**src/rtl/instr_sequencer.sv**
```systemverilog
// rtl/instr_sequencer.sv - instruction FIFO and issue sequencer for the bit-serial core
// Buffers instruction words and issues them one at a time, waiting for core completion.
module instr_sequencer #(
  parameter int          DEPTH   = 4,
  parameter int          TIMEOUT = 32,
  parameter logic [3:0]  HALT_OP = 4'hF
) (
  input  logic                       clk,
  input  logic                       rstn,
  input  logic                       wr_en,
  input  logic [15:0]                wr_data,
  input  logic                       run_mode,
  input  logic                       step_req,
  input  logic                       clr,
  input  logic                       core_done,
  output logic [3:0]                 opcode,
  output logic [11:0]                instr,
  output logic                       core_start,
  output logic                       busy,
  output logic                       halted,
  output logic                       error,
  output logic                       overflow,
  output logic [$clog2(DEPTH):0]     fifo_count,
  output logic [7:0]                 retired
);

  localparam int AW = $clog2(DEPTH);
  localparam int CW = AW + 1;
  localparam int WW = $clog2(TIMEOUT) + 1;

  typedef enum logic [2:0] {
    S_IDLE,
    S_ISSUE,
    S_WAIT,
    S_HALTED,
    S_ERR
  } state_t;

  state_t          state_q, state_d;
  logic [15:0]     mem_q [DEPTH];
  logic [AW-1:0]   wr_ptr_q, wr_ptr_d;
  logic [AW-1:0]   rd_ptr_q, rd_ptr_d;
  logic [CW-1:0]   count_q, count_d;
  logic [3:0]      opcode_q, opcode_d;
  logic [11:0]     instr_q, instr_d;
  logic [WW-1:0]   wd_q, wd_d;
  logic [7:0]      retired_q, retired_d;
  logic            overflow_q, overflow_d;

  logic            full;
  logic            go;
  logic            push;
  logic            pop;
  logic [15:0]     head;

  // Full/empty come from registered occupancy, so a pop never frees room for a same-cycle push.
  assign full = (count_q == CW'(DEPTH));
  assign head = mem_q[rd_ptr_q];
  assign go   = (state_q == S_IDLE) && (count_q != '0) && (run_mode || step_req);
  assign pop  = go && !clr;
  assign push = wr_en && !clr && !full;

  always_comb begin
    state_d   = state_q;
    opcode_d  = opcode_q;
    instr_d   = instr_q;
    wd_d      = wd_q;
    retired_d = retired_q;
    case (state_q)
      S_IDLE: begin
        if (go) begin
          if (head[15:12] == HALT_OP) begin
            state_d = S_HALTED;
          end else begin
            opcode_d = head[15:12];
            instr_d  = head[11:0];
            state_d  = S_ISSUE;
          end
        end
      end
      S_ISSUE: begin
        wd_d    = '0;
        state_d = S_WAIT;
      end
      S_WAIT: begin
        // Completion in the last watchdog cycle still counts as a normal retire.
        if (core_done) begin
          state_d   = S_IDLE;
          retired_d = retired_q + 8'd1;
        end else if (wd_q == WW'(TIMEOUT - 1)) begin
          state_d = S_ERR;
        end else begin
          wd_d = wd_q + WW'(1);
        end
      end
      S_HALTED: state_d = S_HALTED;
      S_ERR:    state_d = S_ERR;
      default:  state_d = S_IDLE;
    endcase
    if (clr) begin
      state_d   = S_IDLE;
      opcode_d  = opcode_q;
      instr_d   = instr_q;
      wd_d      = '0;
      retired_d = '0;
    end
  end

  always_comb begin
    wr_ptr_d   = push ? wr_ptr_q + AW'(1) : wr_ptr_q;
    rd_ptr_d   = pop  ? rd_ptr_q + AW'(1) : rd_ptr_q;
    count_d    = count_q;
    overflow_d = overflow_q | (wr_en && !clr && full);
    case ({push, pop})
      2'b10:   count_d = count_q + CW'(1);
      2'b01:   count_d = count_q - CW'(1);
      default: count_d = count_q;
    endcase
    if (clr) begin
      wr_ptr_d   = '0;
      rd_ptr_d   = '0;
      count_d    = '0;
      overflow_d = 1'b0;
    end
  end

  always_ff @(posedge clk) begin
    if (!rstn) begin
      state_q    <= S_IDLE;
      wr_ptr_q   <= '0;
      rd_ptr_q   <= '0;
      count_q    <= '0;
      opcode_q   <= '0;
      instr_q    <= '0;
      wd_q       <= '0;
      retired_q  <= '0;
      overflow_q <= 1'b0;
    end else begin
      state_q    <= state_d;
      wr_ptr_q   <= wr_ptr_d;
      rd_ptr_q   <= rd_ptr_d;
      count_q    <= count_d;
      opcode_q   <= opcode_d;
      instr_q    <= instr_d;
      wd_q       <= wd_d;
      retired_q  <= retired_d;
      overflow_q <= overflow_d;
    end
  end

  always_ff @(posedge clk) begin
    if (rstn && push) begin
      mem_q[wr_ptr_q] <= wr_data;
    end
  end

  assign opcode     = opcode_q;
  assign instr      = instr_q;
  assign core_start = (state_q == S_ISSUE);
  assign busy       = (state_q == S_ISSUE) || (state_q == S_WAIT);
  assign halted     = (state_q == S_HALTED);
  assign error      = (state_q == S_ERR);
  assign overflow   = overflow_q;
  assign fifo_count = count_q;
  assign retired    = retired_q;

endmodule

```
**config.mk**
```make
export PLATFORM = sky130hd
export DESIGN_NAME = instr_sequencer
export DESIGN_NICKNAME = d
export VERILOG_FILES = /design/src/rtl/instr_sequencer.sv
export SDC_FILE = /design/constraint.sdc
export NUM_CORES = 1
export LEC_CHECK = 0
export CAP_MARGIN = 20
export CORE_AREA = 2 2 83 105
export DETAILED_ROUTE_END_ITERATION = 6
export DIE_AREA = 0 0 85 107
export PLACE_DENSITY = 0.81
export SETUP_SLACK_MARGIN = 0.15
export SLEW_MARGIN = 20
export SYNTH_ARGS = -nofsm -noshare
export SYNTH_HDL_FRONTEND = slang
export SYNTH_SLANG_ARGS = --single-unit
```
**constraint.sdc**
```tcl
create_clock -name clk -period 3.8 [get_ports clk]
set_clock_uncertainty 0.2 [all_clocks]
set_input_delay 0.76 -clock clk [delete_from_list [all_inputs] [get_ports clk]]
set_output_delay 0.76 -clock clk [all_outputs]
set_load 0.02 [all_outputs]
```
==> results of run 1 <==
-- cells in the mapped netlist, drive strengths merged --
| master | instances |
|---|---|
| fa | 1 |
| a21boi | 1 |
| nor3b | 2 |
| and3 | 5 |
| nand2b | 7 |
| ha | 7 |
| inv | 11 |
| o221a | 2 |
| nor2 | 19 |
| edfxtp | 64 |
| and3b | 1 |
| a21oi | 8 |
| nand3 | 7 |
| nand2 | 24 |
| buf | 10 |
| and2 | 2 |
| a211oi | 4 |
| nor3 | 5 |
| and4bb | 1 |
| or3 | 7 |
| nor2b | 1 |
| a221oi | 1 |
| o311ai | 1 |
| o21ai | 18 |
| mux4 | 16 |
| a2111o | 1 |
| and4 | 1 |
| a311o | 1 |
| or4b | 1 |
| a31oi | 1 |
| xnor2 | 3 |
| clkbuf | 9 |
| nand4 | 17 |
| o31a | 1 |
| xor2 | 6 |
| mux2i | 7 |
| o2111ai | 1 |
| dfxtp | 43 |
-- area by class of cell --
class	instances	area, µm²	share of cell area
inverter	11	41.3	0.00800
tap	97	121	0.0235
multi-input combinational	180	1400	0.272
clock inverter	7	82.6	0.0160
clock buffer	9	124	0.0240
timing repair buffer	63	608	0.118
sequential	107	2780	0.539
-- worst max path at each step --
stage	end	slack, ps	depth (start not counted)
finish	fifo_count[2]	650	10
global route	core_start	510	2
CTS	fifo_count[2]	650	10
detailed placement	fifo_count[2]	250	10
global placement	fifo_count[2]	350	10
floorplan	fifo_count[2]	700	11
-- registers in the layout, summed over array words and instances, names as in the netlist, named ones only --
name        count
mem_q          64
instr          12
retired         8
wd_q            6
opcode          4
fifo_count      3
state_q         3
rd_ptr_q        2
wr_ptr_q        2
overflow        1
-- power by group through the flow --
stage               Combinational [mW]  Sequential [mW]  Clock (mW)
finish                          0.0979             1.25       0.706
global route                     0.106             1.25       0.768
CTS                             0.0988             1.25       0.724
detailed placement              0.0987             1.27           0
global placement                0.0951             1.27           0
floorplan                       0.0434             1.27           0
-- critical path: cells and delay by family --
| family | cells | cell delay, ps |
|---|---|---|
| AOI/OAI and AO/OA | 1 | 140 |
| xor gates and xnor gates | 1 | 160 |
| adders and majority gates | 2 | 560 |
| buffers and inverters | 3 | 630 |
| and+or+nand+nor | 3 | 1020 |
-- metal layers --
metal  up-vias  part of all wire
li1       1299                 -
met1      1322              0.42
met2        64              0.52
met3        17             0.038
met4         0             0.023
met5         -                 0
-- metrics by stage --
step / instance area, µm² / std cells
after floorplan: 4320 / 317
after global placement: 4960 / 458
after detailed placement: 4960 / 458
after CTS: 5160 / 474
after global routing: 5160 / 474
final: 5160 / 474
-- placed cells by master (no fill, tap or decap), types with 8 or more instances in the layout --
| cell | instances |
|---|---|
| a21oi_1 | 8 |
| buf_4 | 9 |
| clkbuf_8 | 9 |
| clkdlybuf4s50_1 | 54 |
| dfxtp_1 | 43 |
| edfxtp_1 | 64 |
| inv_1 | 10 |
| mux4_2 | 16 |
| nand2_1 | 24 |
| nand4_1 | 17 |
| nor2_1 | 18 |
| o21ai_0 | 17 |
-- kinds of logic after synthesis --
family / count (synthesis)
XOR/XNOR: 9
multiplexers: 23
adder cells (fa/ha/maj): 8
flip-flops: 107
AO/OA/AOI/OAI: 40
AND/OR/NAND/NOR: 100
buffers and inverters: 30
==> metrics.cfg, run 1 <==
[status]
status = complete, no violations

[worst_setup_path]
r2r.worst_path.cells = 9
regToRegEndpoint = fifo_count[2]
startpoint = clr
required_ps = 3910
cp_slowest_stage_delay_ps = 610
timing.rr.start = state_q[2]
arrival_ps = 3260
cp_slowest_cell = or4b_1
critPathLaunchType = input port
rrSetupSlack_ps = 900
crit_path_max_fanout = 6
crit_path_end_kind = register
critical_path_class = in2reg
crit_chain = clkdlybuf4s50_1, nor3_2, or4b_1, inv_2, ha_1, inv_1, fa_1, xor2_1, or3_1, a21oi_1

[drt]
vias = 2702
drc = 0
vias_per_cell = 5.70
antenna_left = 0
drt-wirelength-per-cell_um = 16.4
drt_wl_total_um = 7760
dr.pass1.iters = 4
drt_iter0_markers = 246

[finish]
area_delta_synth_final_pct = 19.5
fillers = 584
layout-drive-gt1-share = 0.125
fin_nets = 403
num_antenna_cells = 0
post-route-util = 0.637

[global_route]
global_route.usage.met3 = 0.0300
use_met1 = 0.218
grt_first_pass_wirelength_um = 12400
grt_overflow_total = 0
grt.busiest_layer = met2
globalRouteTotalUtil = 0.176
grt_max_degree = 23
antenna_found_initial = 0
grt_pass1_vias = 2580
use_met2 = 0.297

[power_and_ir_drop]
combPwrFrac = 0.048
peakVddDrop_mv = 0.242
p_leak_nw = 1.64
intPower_mw = 1.60
p_sw_frac = 0.218
seq_power_share = 0.608
power.density_nw_per_um2 = 397
finalPower_mw = 2.05
p_sw_uw = 448
pwr-share-clk = 0.344

[clocking]
hold_buffers = 0
clkLatencyLatePin_ps = 360
htreeDepth = 3
clock_sinks = 107
post-cts-setup-buffers = 0
numCtsBuffers = 9
cts.path.max_buffers = 2
ctsResizeCount = 0
path_clk_slew_ps = 110
cts_tree = built
clockRootBuffer = clkbuf_8

[sta]
timing.final.crit_period_ps = 3150
fin_ws_ps = 645
whs_ps = 264
setup_violations = 0
final_hold_viol_count = 0
final.period_utilization = 0.830
max_slew_margin = 0.494
max_freq_ghz = 0.317
rsz0062_at_grt = false
maxSlewViolCount = 0
tns_ps = 0
tightest_slew_ps = 758

[hold_path]
min_delay_path_depth = 2
hp-class = reg2reg
min-delay-start = instr[7]
hold_end = instr[7]

[synthesis]
synth_top_area_cell = edfxtp_1
synth-adder-area-share = 0.0249
synthCells = 317
synth_top_area_share = 0.445
synth-compound-area-share = 0.0585
syn-num-nets = 348
synth_top_family_by_area = simple AND/OR/NAND/NOR gates
synthesis.area_um2 = 4320
synthTopCellsByArea = edfxtp_1 44%, dfxtp_1 20%, mux4_2 8.3%, nand4_1 2.5%, nand2_1 2.1%
synth-seq-cells = 107
syn_avg_cell_area_um2 = 13.6
ys_seq_area_frac = 0.644
yosysWarnings = 0
synthMuxAreaShare = 0.0996
synth_cell_types = 45
synth-xor-area-share = 0.0182
synth-simple-area-share = 0.123

[flow_run]
max_cap_violations = 0

[floorplan]
start_util = 0.533
coreArea_um2 = 8100
die_height_um = 107
io_pins = 55
row_count = 37
dieArea_um2 = 9100
die_w_um = 85

[placement]
gp_congestion = 0.764
hpwlAfterDp_um = 5470
numPortBuffers = 54
pre_cts_ws_ps = 253

Power figures use the tool's default switching activity.
==> run 2, diff against run 1 <==
==> constraint.sdc (replaced) <==
create_clock -name clk -period 3.06 [get_ports clk]
set_clock_uncertainty 0.2 [all_clocks]
set_input_delay 0.612 -clock clk [delete_from_list [all_inputs] [get_ports clk]]
set_output_delay 0.612 -clock clk [all_outputs]
set_load 0.02 [all_outputs]
==> run 2 against run 1 <==
Hold slack better by 1.9 ps. Largest cell class unchanged. Combinational power increased by 29%. Largest power group unchanged. Global-route usage grew 1.1 points.
==> metrics.cfg, run 2 (synthesis results as in run 1) <==
[clocking]
path_clk_slew_ps = 100  ; about the same
htreeDepth = 3  ; unchanged
hold_buffers = 0  ; unchanged
cts_tree = built
cts.path.max_buffers = 2  ; unchanged
clockRootBuffer = clkbuf_8
numCtsBuffers = 9  ; unchanged
clkLatencyLatePin_ps = 370  ; about the same
clock_sinks = 107  ; unchanged

[worst_setup_path]
cp_slowest_cell = or4b_4
critPathLaunchType = input port
critical_path_class = in2reg
required_ps = 3180  ; -730 ps
crit_path_max_fanout = 2  ; -4
crit_chain = clkdlybuf4s50_1, nor2_1, or4b_4, inv_4, ha_1, inv_1, fa_1, xor2_1, or3_1, a21oi_2
startpoint = run_mode
arrival_ps = 2930  ; -330 ps
cp_slowest_stage_delay_ps = 510  ; -100 ps
crit_path_end_kind = register
timing.rr.start = fifo_count[2]

[floorplan]
start_util = 0.533  ; unchanged
dieArea_um2 = 9100  ; unchanged
die_w_um = 85  ; unchanged
die_height_um = 107  ; unchanged
io_pins = 55  ; unchanged
row_count = 37  ; unchanged
coreArea_um2 = 8100  ; unchanged

[placement]
hpwlAfterDp_um = 5620  ; +2.8%
numPortBuffers = 54  ; unchanged
gp_congestion = 0.773  ; +1.3%
dpl.cell_count = 464  ; +1.3%

[sta]
tightest_slew_ps = 626  ; -132 ps
timing.final.crit_period_ps = 2820
setup_violations = 0  ; unchanged
rsz0062_at_grt = false
max_slew_margin = 0.581  ; +0.0876
final_hold_viol_count = 0  ; unchanged
final.period_utilization = 0.920
maxSlewViolCount = 0  ; unchanged
max_freq_ghz = 0.355

[finish]
post-route-util = 0.644  ; +0.00633
mostFrequentLayoutCells = 64 x edfxtp_1, 53 x clkdlybuf4s50_1, 43 x dfxtp_1
regMostFlops = mem_q
layout-drive-gt1-share = 0.141  ; +0.0163
largest_register_ffs = 64  ; unchanged
final_common_cell = edfxtp_1
num_antenna_cells = 0  ; unchanged
fillers = 607  ; +3.9%
stdcell_count = 480  ; +1.3%
fin_nets = 409  ; +1.5%
area_delta_synth_final_pct = 20.7

[drt]
vias = 2723  ; +0.78%
drt_wl_total_um = 8140  ; +4.9%
drt-wirelength-per-cell_um = 17.0  ; +3.6%
drc = 0  ; unchanged
dr.pass1.iters = 4  ; unchanged
antenna_left = 0  ; unchanged
drt_iter0_markers = 176  ; -28%
vias_per_cell = 5.67  ; -0.48%

[hold_path]
min-delay-start = instr[3]
hp-class = reg2reg

[global_route]
grt_max_degree = 26  ; +13%
grt_first_pass_wirelength_um = 12800  ; +2.9%
grt_overflow_total = 0  ; unchanged
grt_pass1_vias = 2617  ; +1.4%
globalRouteTotalUtil = 0.187  ; +0.0111
antenna_found_initial = 0  ; unchanged

[flow_run]
max_cap_violations = 0  ; unchanged

[power_and_ir_drop]
peakVddDrop_mv = 0.363  ; +50%
p_leak_nw = 1.68  ; +2.5%
power.density_nw_per_um2 = 488  ; +23%

[status]
status = complete, no violations

run 2: critical path, delay by kind of cell:
family | cells | cell delay (ps)
fa+ha+maj | 2 | 520
compound gates | 1 | 140
simple gates | 3 | 910
buf+inv | 3 | 580
xor+xnor | 1 | 170
run 2: timing repair:
action | in CTS | in global routing
setup buffers | 0 | 0
resized for setup | 0 | 3
setup endpoints to repair | 0 | 1
run 2: final timing paths:
kind	endpoint	cells after the start	slack (ps)
worst max-delay path	fifo_count[2]	10	240
worst min-delay path	instr[3]	2	270
worst max register to register	fifo_count[2]	9	420
worst min register to register	instr[3]	2	270
run 2: per-stage QoR:
stage,area [µm²],setup TNS [ps],worst slack (ps),hold WS (ps),power (mW)
floorplan,4330,0,156,248,1.64
global placement,5000,-112,-112,251,1.70
detailed placement,5000,-183,-183,252,1.70
CTS,5200,0,209,266,2.57
global route,5210,0,138,289,2.63
finish,5210,0,245,266,2.54
run 2: routing by layer:
layer | vias up | routed length [µm] | GRT usage
met3 | 12 | 337 | 0.0370
met5 | - | 0 | 0
met2 | 63 | 4310 | 0.327
li1 | 1311 | - | -
met4 | 0 | 178 | 0.0964
met1 | 1337 | 3310 | 0.217
run 2: cell type report:
class | instances | area (µm²) | area share
timing repair buffer | 69 | 656 | 0.126
sequential | 107 | 2780 | 0.534
multi-input combinational | 180 | 1410 | 0.270
inverter | 11 | 43.8 | 0.00840
clock buffer | 10 | 128 | 0.0245
tap | 97 | 121 | 0.0233
clock inverter | 6 | 72.6 | 0.0139
run 2: power breakdown:
group	internal (mW)	total (mW)	switching, mW
clock network	0.387	0.872	0.484
registers	1.54	1.55	0.00788
logic	0.0617	0.126	0.0647
total	1.99	2.54	0.557
==> run 3, diff against run 2 <==
--- a/config.mk
+++ b/config.mk
@@ -7,10 +7,11 @@
 export LEC_CHECK = 0
 export CAP_MARGIN = 20
 export CORE_AREA = 2 2 83 105
+export CTS_CLUSTER_SIZE = 10
 export DETAILED_ROUTE_END_ITERATION = 6
 export DIE_AREA = 0 0 85 107
 export PLACE_DENSITY = 0.81
-export SETUP_SLACK_MARGIN = 0.15
+export SETUP_SLACK_MARGIN = 0.1
 export SLEW_MARGIN = 20
 export SYNTH_ARGS = -nofsm -noshare
 export SYNTH_HDL_FRONTEND = slang
==> run 3 against run 2 <==
Final cell count unchanged. First-iteration DRC count up 1.1%. Clock power down 3.2%. Utilization down 0.093 points. Fmax down 3.0%. Global-route usage down 0.57 points. Sequential share of layout area up 0.10 points. Critical path type unchanged. Largest cell class unchanged.
==> metrics.cfg, run 3 (synthesis results as in run 1) <==
[power_and_ir_drop]
power.density_nw_per_um2 = 483  ; -1.0%
p_sw_frac = 0.235  ; +0.0164
combPwrFrac = 0.050  ; about the same
intPower_mw = 1.92  ; -3.2%
p_leak_nw = 1.68  ; -0.29%
seq_power_share = 0.615  ; +0.007
pwr-share-clk = 0.336  ; -0.007
peakVddDrop_mv = 0.311  ; -14%
p_sw_uw = 592  ; +6.2%

[drt]
dr.pass1.iters = 7  ; +3
met2WireLength_um = 4300  ; -0.21%
drc = 0  ; unchanged
met3WireLength_um = 269  ; -20%
vias_per_cell = 5.66  ; -0.26%
drt_wl_total_um = 7910  ; -2.7%
drt-wirelength-per-cell_um = 16.5  ; -2.7%
met1Wirelength_um = 3230  ; -2.2%
vias = 2716  ; -0.26%
drt_iter0_markers = 178  ; +1.1%
routed.top_layer = met4
antenna_left = 0  ; unchanged

[global_route]
grt_max_degree = 26  ; unchanged
antenna_found_initial = 0  ; unchanged
grt_pass1_vias = 2715  ; +3.7%
grt_first_pass_wirelength_um = 12900  ; +0.92%
globalRouteTotalUtil = 0.182  ; -0.00570
grt_overflow_total = 0  ; unchanged

[sta]
whs_ps = 267  ; +1.08 ps
timing.final.crit_period_ps = 2900  ; +87.4 ps
max_freq_ghz = 0.345  ; -3.0%
tightest_slew_ps = 569  ; -57.3 ps
rsz0062_at_grt = false
max_slew_margin = 0.620  ; +0.0383
maxSlewViolCount = 0  ; unchanged
final_hold_viol_count = 0  ; unchanged
final.period_utilization = 0.949  ; +0.0286
setup_violations = 0  ; unchanged

[worst_setup_path]
crit_path_end_kind = register
r2r.worst_path.cells = 9  ; unchanged
required_ps = 3150  ; -30 ps
critPathBufInv = 3  ; unchanged
cpLargestDelayFamily = simple AND/OR/NAND/NOR gates
crit_path_max_fanout = 3  ; +1
worstSetupPathDepth = 10  ; unchanged
critPathLaunchType = input port
arrival_ps = 3000  ; +70 ps
cp_slowest_cell = or4b_4
critical_path_class = in2reg
cp_slowest_stage_delay_ps = 490  ; -20 ps
crit_chain = clkdlybuf4s50_1, nor3_2, or4b_4, inv_2, ha_1, inv_1, fa_1, xor2_1, or3_1, a21oi_1

[floorplan]
row_count = 37  ; unchanged
die_w_um = 85  ; unchanged
io_pins = 55  ; unchanged
die_height_um = 107  ; unchanged
dieArea_um2 = 9100  ; unchanged
coreArea_um2 = 8100  ; unchanged
start_util = 0.533  ; unchanged

[finish]
fin_nets = 409  ; unchanged
num_antenna_cells = 0  ; unchanged
fillers = 595  ; -2.0%
post-route-util = 0.643  ; -0.000927
final_common_cell = edfxtp_1
regArea_um2 = 2780  ; about the same
layout-drive-gt1-share = 0.144  ; +0.00261
regMostFlops = mem_q
largest_register_ffs = 64  ; unchanged
multiInputGateArea_um2 = 1410  ; -0.27%
mostFrequentLayoutCells = 64 x edfxtp_1, 54 x clkdlybuf4s50_1, 42 x dfxtp_1
area_delta_synth_final_pct = 20.5

[clocking]
htreeDepth = 3  ; unchanged
hold_buffers = 0  ; unchanged
cts_tree = built
clkLatencyLatePin_ps = 370  ; about the same
path_clk_slew_ps = 110  ; about the same
clock_sinks = 107  ; unchanged
post-cts-setup-buffers = 0  ; unchanged
ctsResizeCount = 0  ; unchanged
clockRootBuffer = clkbuf_8
numCtsBuffers = 9  ; unchanged
cts.path.max_buffers = 2  ; unchanged

[flow_run]
max_cap_violations = 0  ; unchanged

[placement]
gp_congestion = 0.770  ; -0.38%
numPortBuffers = 54  ; unchanged
hpwlAfterDp_um = 5520  ; -1.7%

[hold_path]
min_delay_path_depth = 2  ; unchanged
hp-class = reg2reg

[status]
status = complete, no violations

[run 3: cell types whose count changed in the layout (fill, tap and decap cells not counted), sizes merged]
| cell | delta |
|---|---|
| inv | +2 |
| bufinv | -1 |
| clkbuf | -1 |
| clkdlybuf4s50 | +1 |
| clkinv | +1 |
| clkinvlp | -1 |
| dlymetal6s2s | -1 |
[run 3: layout make-up]
cell class | instances | share of cell area
Tap cell | 97 | 0.0233
Sequential cell | 107 | 0.535
Timing Repair Buffer | 69 | 0.125
Clock buffer | 9 | 0.0238
Inverter | 11 | 0.00793
Multi-Input combinational cell | 180 | 0.270
Clock inverter | 7 | 0.0147
[run 3: path summary, 6_finish.rpt]
kind | from | end | slack [ps]
setup / recovery | clr | fifo_count[2] | 160
hold / removal | instr[7] | instr[7] | 270
setup reg to reg | fifo_count[2] | fifo_count[2] | 340
hold reg to reg | instr[7] | instr[7] | 270
[run 3: power groups by stage]
stage                     clock [mW]  sequential (mW)  combinational [mW]
after floorplan                    0             1.58              0.0539
after global placement             0             1.58               0.121
after detailed placement           0             1.58               0.124
after CTS                      0.864             1.55               0.125
after global routing           0.916             1.55               0.136
final                          0.844             1.55               0.124
[run 3: metal layers]
metal | GRT usage | vias up
met5 | 0 | -
met2 | 0.325 | 52
li1 | - | 1320
met3 | 0.0354 | 8
met1 | 0.217 | 1336
met4 | 0.0624 | 0
[run 3: worst min-delay path, cell delays in order (launching register included)]
cell     delay, ps
dfxtp_1        330
nand2_1         50
o21ai_0         60
[run 3: per-stage QoR]
step           std cells  total power, mW  TNS (ps)  cell area (µm²)  worst slack [ps]
6_report             480             2.51         0             5210               158
5_1_grt              480             2.60         0             5210               103
4_1_cts              480             2.53         0             5200               147
3_5_place_dp         464             1.70      -230             5000              -230
3_3_place_gp         464             1.70     -74.6             5000             -74.6
2_1_floorplan        317             1.64         0             4320               107
